### config.mk
export PLATFORM = sky130hd
export DESIGN_NAME = nec_prefetch_flat
export DESIGN_NICKNAME = d
export VERILOG_FILES = /design/src/rtl/nec_prefetch_if.sv /design/src/rtl/nec_prefetch.sv /design/src/flat_wrapper.sv
export SDC_FILE = /design/constraint.sdc
export NUM_CORES = 1
export LEC_CHECK = 0
export BUFFER_PORTS_ARGS = -buffer_cell sky130_fd_sc_hd__clkbuf_2
export CAP_MARGIN = 20
export CORE_MARGIN = 5
export CORE_UTILIZATION = 31
export CTS_BUF_LIST = sky130_fd_sc_hd__clkbuf_4 sky130_fd_sc_hd__clkbuf_8
export CTS_CLUSTER_SIZE = 30
export DETAILED_ROUTE_END_ITERATION = 10
export SKIP_LAST_GASP = 1
export SLEW_MARGIN = 25
export SYNTH_ARGS = -nofsm -noshare
export SYNTH_HDL_FRONTEND = slang
export SYNTH_SLANG_ARGS = --single-unit
### constraint.sdc
create_clock -name clk -period 4.95 [get_ports clk]
set_input_delay 0.99 -clock clk [delete_from_list [all_inputs] [get_ports clk]]
set_output_delay 0.99 -clock clk [all_outputs]
set_load 0.05 [all_outputs]
### src/rtl/nec_prefetch_if.sv
// Core-bus code-fetch channel between the NEC prefetch unit (master) and the bus unit (slave).
interface nec_prefetch_if;
    logic        bus_req;
    logic [19:0] bus_addr;
    logic        bus_byte;
    logic        bus_ack;
    logic        bus_valid;
    logic [15:0] bus_data;

    modport master (
        output bus_req, bus_addr, bus_byte,
        input  bus_ack, bus_valid, bus_data
    );

    modport slave (
        input  bus_req, bus_addr, bus_byte,
        output bus_ack, bus_valid, bus_data
    );
endinterface

### src/rtl/nec_prefetch.sv
// NEC instruction prefetch unit: fills the 8-byte address-indexed queue with 16-bit code fetches.
// Define PREFETCH_FLUSH_ABORT_EN to abandon a not-yet-acknowledged request on flush.
module nec_prefetch #(
    parameter int QUEUE_SIZE = 8,
    parameter int MIN_FREE   = 2
) (
    input  logic               clk,
    input  logic               reset,
    input  logic               ce_1,
    input  logic [15:0]        ps,
    input  logic [15:0]        decode_pc,
    input  logic               set_pc,
    input  logic [15:0]        new_pc,
    input  logic               block_prefetch,
    output logic [7:0]         ipq [QUEUE_SIZE],
    output logic [3:0]         ipq_len,
    output logic [15:0]        fetch_ip,
    nec_prefetch_if.master     bus
);

    typedef enum logic [1:0] {
        IDLE = 2'd0,
        REQ  = 2'd1,
        WAIT = 2'd2
    } state_t;

    state_t      state_r, state_s;
    logic        discard_r, discard_s;
    logic [15:0] fetch_ip_r, fetch_ip_s;
    logic        bus_req_r, bus_req_s;
    logic [19:0] bus_addr_r, bus_addr_s;
    logic        bus_byte_r, bus_byte_s;
    logic        data_done_s;
    logic        wr_en_s;
    logic [15:0] diff_s;
    logic [3:0]  ipq_len_s;
    logic [3:0]  free_s;
    logic        can_issue_s;
    logic [2:0]  idx_s;
    logic [2:0]  idx_p1_s;

    assign bus.bus_req  = bus_req_r;
    assign bus.bus_addr = bus_addr_r;
    assign bus.bus_byte = bus_byte_r;
    assign fetch_ip     = fetch_ip_r;
    assign ipq_len      = ipq_len_s;

    // Queue occupancy seen from the decoder's pc; an odd fetch address needs only one free slot.
    always_comb begin
        diff_s    = fetch_ip_r - decode_pc;
        ipq_len_s = (diff_s > 16'd8) ? 4'd8 : diff_s[3:0];
        free_s    = 4'(QUEUE_SIZE) - ipq_len_s;
        if (fetch_ip_r[0]) begin
            can_issue_s = (free_s >= 4'd1);
        end else begin
            can_issue_s = (free_s >= 4'(MIN_FREE));
        end
        idx_s    = fetch_ip_r[2:0];
        idx_p1_s = fetch_ip_r[2:0] + 3'd1;
    end

    // Next-state and bus-output logic; flush always wins over returning data.
    always_comb begin
        state_s     = state_r;
        discard_s   = discard_r;
        fetch_ip_s  = fetch_ip_r;
        bus_req_s   = bus_req_r;
        bus_addr_s  = bus_addr_r;
        bus_byte_s  = bus_byte_r;
        data_done_s = 1'b0;
        wr_en_s     = 1'b0;

        case (state_r)
            IDLE: begin
                if (!set_pc && !block_prefetch && can_issue_s) begin
                    state_s    = REQ;
                    bus_req_s  = 1'b1;
                    bus_addr_s = {ps, 4'h0} + {4'h0, fetch_ip_r};
                    bus_byte_s = fetch_ip_r[0];
                end else begin
                    state_s = IDLE;
                end
            end
            REQ: begin
                if (bus.bus_ack) begin
                    bus_req_s = 1'b0;
                    if (bus.bus_valid) begin
                        data_done_s = 1'b1;
                    end else begin
                        state_s   = WAIT;
                        discard_s = discard_r | set_pc;
                    end
                end else if (set_pc) begin
`ifdef PREFETCH_FLUSH_ABORT_EN
                    bus_req_s = 1'b0;
                    state_s   = IDLE;
                    discard_s = 1'b0;
`else
                    discard_s = 1'b1;
`endif
                end else begin
                    state_s = REQ;
                end
            end
            WAIT: begin
                if (bus.bus_valid) begin
                    data_done_s = 1'b1;
                end else if (set_pc) begin
                    discard_s = 1'b1;
                end else begin
                    state_s = WAIT;
                end
            end
            default: begin
                state_s   = IDLE;
                bus_req_s = 1'b0;
                discard_s = 1'b0;
            end
        endcase

        if (data_done_s) begin
            state_s   = IDLE;
            discard_s = 1'b0;
            wr_en_s   = !discard_r && !set_pc;
        end else begin
            wr_en_s = 1'b0;
        end

        if (set_pc) begin
            fetch_ip_s = new_pc;
        end else if (wr_en_s) begin
            fetch_ip_s = fetch_ip_r + (bus_byte_r ? 16'd1 : 16'd2);
        end else begin
            fetch_ip_s = fetch_ip_r;
        end
    end

    // State and queue registers, advancing only on phase-1 enables.
    always_ff @(posedge clk or posedge reset) begin
        if (reset) begin
            state_r    <= IDLE;
            discard_r  <= 1'b0;
            fetch_ip_r <= 16'h0000;
            bus_req_r  <= 1'b0;
            bus_addr_r <= 20'h00000;
            bus_byte_r <= 1'b0;
            for (int i = 0; i < QUEUE_SIZE; i++) begin
                ipq[i] <= 8'h00;
            end
        end else if (ce_1) begin
            state_r    <= state_s;
            discard_r  <= discard_s;
            fetch_ip_r <= fetch_ip_s;
            bus_req_r  <= bus_req_s;
            bus_addr_r <= bus_addr_s;
            bus_byte_r <= bus_byte_s;
            if (wr_en_s) begin
                // An odd-byte fetch returns its byte on the high lane.
                if (bus_byte_r) begin
                    ipq[idx_s] <= bus.bus_data[15:8];
                end else begin
                    ipq[idx_s]    <= bus.bus_data[7:0];
                    ipq[idx_p1_s] <= bus.bus_data[15:8];
                end
            end
        end
    end

endmodule
### src/flat_wrapper.sv
// flat-port wrapper written by rule: the top's interface ports become plain ports
module nec_prefetch_flat 
#(
    parameter int QUEUE_SIZE = 8,
    parameter int MIN_FREE   = 2
)
  (clk, reset, ce_1, ps, decode_pc, set_pc, new_pc, block_prefetch, ipq, ipq_len, fetch_ip, bus_bus_req, bus_bus_addr, bus_bus_byte, bus_bus_ack, bus_bus_valid, bus_bus_data);
  nec_prefetch_if bus_i ();
  input  logic clk;
  input  logic reset;
  input  logic ce_1;
  input  logic [15:0] ps;
  input  logic [15:0] decode_pc;
  input  logic set_pc;
  input  logic [15:0] new_pc;
  input  logic block_prefetch;
  output logic [7:0] ipq[QUEUE_SIZE];
  output logic [3:0] ipq_len;
  output logic [15:0] fetch_ip;
  output wire logic [$bits(bus_i.bus_req)-1:0] bus_bus_req;
  output wire logic [$bits(bus_i.bus_addr)-1:0] bus_bus_addr;
  output wire logic [$bits(bus_i.bus_byte)-1:0] bus_bus_byte;
  input wire logic [$bits(bus_i.bus_ack)-1:0] bus_bus_ack;
  input wire logic [$bits(bus_i.bus_valid)-1:0] bus_bus_valid;
  input wire logic [$bits(bus_i.bus_data)-1:0] bus_bus_data;
  assign bus_bus_req = bus_i.bus_req;
  assign bus_bus_addr = bus_i.bus_addr;
  assign bus_bus_byte = bus_i.bus_byte;
  assign bus_i.bus_ack = bus_bus_ack;
  assign bus_i.bus_valid = bus_bus_valid;
  assign bus_i.bus_data = bus_bus_data;
  nec_prefetch #(.QUEUE_SIZE(QUEUE_SIZE), .MIN_FREE(MIN_FREE)) u_core (.clk(clk), .reset(reset), .ce_1(ce_1), .ps(ps), .decode_pc(decode_pc), .set_pc(set_pc), .new_pc(new_pc), .block_prefetch(block_prefetch), .ipq(ipq), .ipq_len(ipq_len), .fetch_ip(fetch_ip), .bus(bus_i));
endmodule
==> impl_results.md <==
- Status: complete, but fails checks
- Violated checks: negative setup slack
- P&R area growth vs syn: 30.4%
- Crit path cell chain: buf_6 -> ha_4 -> inv_2 -> fa_2 -> a21oi_4 -> o21a_1 -> buf_4 -> o211ai_1 -> and3_4 -> o2111ai_2 -> or3_1 -> or4_4 -> nor4_4 -> buf_4 -> and2_4 -> ha_4 -> a32o_2 -> nand3b_1 -> or4_4 -> mux2i_4 -> nor3_4 -> buf_6 -> buf_12 -> mux2_4
- Req. time, crit path: between 5 and 6 ns
- Maximum vdd drop: about 0.00017 V
- GRT Total Usage: a little under a fifth
- Share of the synthesized area in the top cell type: between 30% and 40%
- CTS tree: built
- Initial antenna violation count: 1
- Util after Layout: roughly 41%
- Largest net degree at the start of global routing: 70
- Row count: 55
- Tcrit/Tclk final: 102%
- Vias/cell: approximately 5.2
- Layout cells sized above 1: approximately a third
- Synth cell count leaders: dfrtp_1, nand2_1, o21ai_0
- Worst hold margin: just under 0.5 ns
- Mapped Cells: ~780
- FF-to-FF End: u_core.bus.bus_addr[13]
- Crit path kind: in2reg
- Boundary Pins: around 180
- Die Ht: between 150 and 200 um
- Clock slew at reported path FFs: 0.10 ns
- Clock sinks: ~100
- Die W: between 150 and 200 um
- Skew-Pair Late Insertion Delay: approximately 0.4 ns
- Reg2reg path depth: 23
- Setup violators final: 12
- Worst-path fanout max: 8
- #FFs+latches synth: 104
- Hold_buf cts: 0
- Synth warn: 0
- Top cells by area, synth: dfrtp_1, a22oi_1, ha_1
- CP Launch Type: input port
- Setup crit end kind: register
- Routed WL: 24300 um
- Worst Path Arrival: roughly 5.3 ns
- CP peak stage delay: between 0.4 and 0.5 ns
- Final min period: ~5 ns
- Most used DFF post-synth: dfrtp_1
- Detail Route Antenna Nets: 0
- Leak: roughly 4.4 nW
- HP Start: u_core.ipq[27]
- Port buffer count: between 150 and 200
- Register-to-register setup slack: 0.10 ns
- Drt wl/cell: between 15 and 20 um
- Cts bufs inserted: 9
- Clk_skew: roughly 0.021 ns
- Clock Tree Buf Depth: 2
- Vias in the first global route: approximately 7000
- Worst Hold End: u_core.ipq[27]
- Max-slew headroom: between 30 and 40%
- Average cell area after synthesis: 9.21 um^2
- Slowest CP cell: or4_4
- Slew @ Worst Pin: roughly 0.9 ns
- Detail Placement HPWL: between 15000 and 20000 um
- PD cells: between 400 and 500 nW/um^2
- # DRC: 0
- Total Die Area: 26400 um^2
- Clock root cell: clkbuf_8
- Vias: between 7000 and 8000
- Core area: approximately 23000 um^2
- Net Count, Synth: ~900
- Most common cell in the netlist: dfrtp_1
- Hold depth: 2
- Pins over their slew limit: 0
- Initial core utilization: between 30% and 40%
- Detailed Route Iter0 Violations: 560
- Sequential cell area fraction in the yosys report: ~36%
- Mapped cell area: between 7000 and 8000 um^2
- Drt pass-1 iters: 6
- CTS H-Tree Depth: 3
- Hold crit path type: reg2reg
- Net total in the final layout: about 1100
- Grt ovf: 0
- Non-Filler Instances: 1341
- Maximum clock rate: around 200 MHz
- Placed Instances: 1314
- Setup ws final: -0.0794 ns
- First-pass GRT wire length: 38000 um
- Setup_tns: -0.763 ns
- Tot Pwr: 0.00384 W
- Asr flop ratio synth: between 90% and 100%
- Fin. Hold Viols: 0
- EDFF count, synth: 0
- Placer's final routability congestion estimate: 0.892
- Leading area contributor after synthesis: dfrtp_1
- Crit Reg-Reg Startpoint: u_core.fetch_ip[0]
- Count of cell types in the netlist: 77
- RSZ-0062 raised after global routing: true
- MaxCap Viol Count: 0
[cell usage in the layout, fill, tap and decap left out, types with 3 or more instances in the layout]
| master | count |
|---|---|
| a21o_1 | 9 |
| a21oi_1 | 27 |
| a21oi_2 | 3 |
| a21oi_4 | 3 |
| a221o_1 | 3 |
| a22oi_1 | 65 |
| a31oi_1 | 9 |
| and2_1 | 6 |
| and3_1 | 4 |
| buf_12 | 4 |
| buf_4 | 80 |
| buf_6 | 10 |
| clkbuf_2 | 171 |
| clkbuf_8 | 11 |
| dfrtp_1 | 103 |
| ha_1 | 35 |
| ha_4 | 3 |
| inv_1 | 35 |
| mux2_1 | 3 |
| mux2_2 | 13 |
| mux2_4 | 18 |
| mux2i_1 | 8 |
| nand2_1 | 73 |
| nand2_2 | 3 |
| nand2b_1 | 9 |
| nand3_1 | 17 |
| nand4_1 | 6 |
| nor2_1 | 50 |
| nor2b_1 | 4 |
| nor3_1 | 11 |
| nor3b_1 | 4 |
| o211ai_1 | 29 |
| o21a_1 | 27 |
| o21ai_0 | 66 |
| o21ai_1 | 5 |
| o22ai_1 | 3 |
| o41ai_1 | 4 |
| or3_1 | 4 |
| xnor2_1 | 14 |
| xor2_1 | 7 |
[metal layers]
layer	global-route usage (%)	share of wire (%)	routed length (um)	vias to the layer above
met3	3.19	6.1	1480	32
met4	5.60	1.9	453	0
met1	25.0	45	10900	3390
li1	-	-	-	3381
met5	0	0	0	-
met2	28.6	47	11500	225
[kinds of logic after synthesis]
| kind of cell | share of synthesized area [%] |
|---|---|
| xor+xnor | 2.55 |
| compound gates | 27.7 |
| simple gates | 14.3 |
| mux | 7.43 |
| fa+ha+maj | 7.42 |
| buf+inv | 4.59 |
| flops | 36.0 |
[worst max-delay path, delay by kind of cell]
family	cells	cell delay [ns]
mux	2	0.48
simple gates	8	1.92
buf+inv	6	0.73
fa+ha+maj	3	0.50
compound gates	5	0.67
[stage by stage]
step | instance area [um^2] | setup slack [ns]
after floorplan | 7290 | -0.328
after global placement | 9040 | -0.488
after detailed placement | 9040 | -0.616
after CTS | 9360 | -0.0779
after global routing | 9420 | -0.242
final | 9420 | -0.0794
[power by group]
group	total, W	internal, W	switching, W
clock network	0.000535	0.000205	0.000330
registers	0.00108	0.000974	0.000102
logic	0.00223	0.000824	0.00141
[sequential cells by signal, indices dropped and copies added, names as in the netlist]
signal / flops
u_core.bus.bus_addr: 20
u_core.discard_r: 1
u_core.state_r: 2
u_core.ipq: 64
u_core.bus.bus_req: 1
u_core.fetch_ip: 16
[final cells by class]
type	instances	area, um^2
inverters	39	150
repair buffers	266	1660
multi-input cells	602	4420
clock buffers	10	138
diodes	1	2.50
clock inverters	6	51.3
flip-flops and latches	104	2600
well taps	313	392
fillers	2292	13400
[timing repair]
action	CTS	global route
setup buffers	8	4
endpoints found under the hold margin	0	0
cloned	1	0
resized for setup	12	16
setup endpoints to repair	25	26
pin swaps	2	1
[worst max path at each step]
stage	depth (start not counted)	slack [ns]	to	start
floorplan	21	-0.33	u_core.bus.bus_addr[10]	decode_pc[0]
global placement	23	-0.49	u_core.bus.bus_addr[15]	decode_pc[0]
detailed placement	23	-0.62	u_core.bus.bus_addr[7]	decode_pc[0]
CTS	23	-0.08	u_core.bus.bus_addr[7]	decode_pc[0]
global route	23	-0.24	u_core.bus.bus_addr[13]	decode_pc[0]
finish	24	-0.08	u_core.bus.bus_addr[13]	decode_pc[0]
Note: power is estimated with default switching activity, not from simulation.
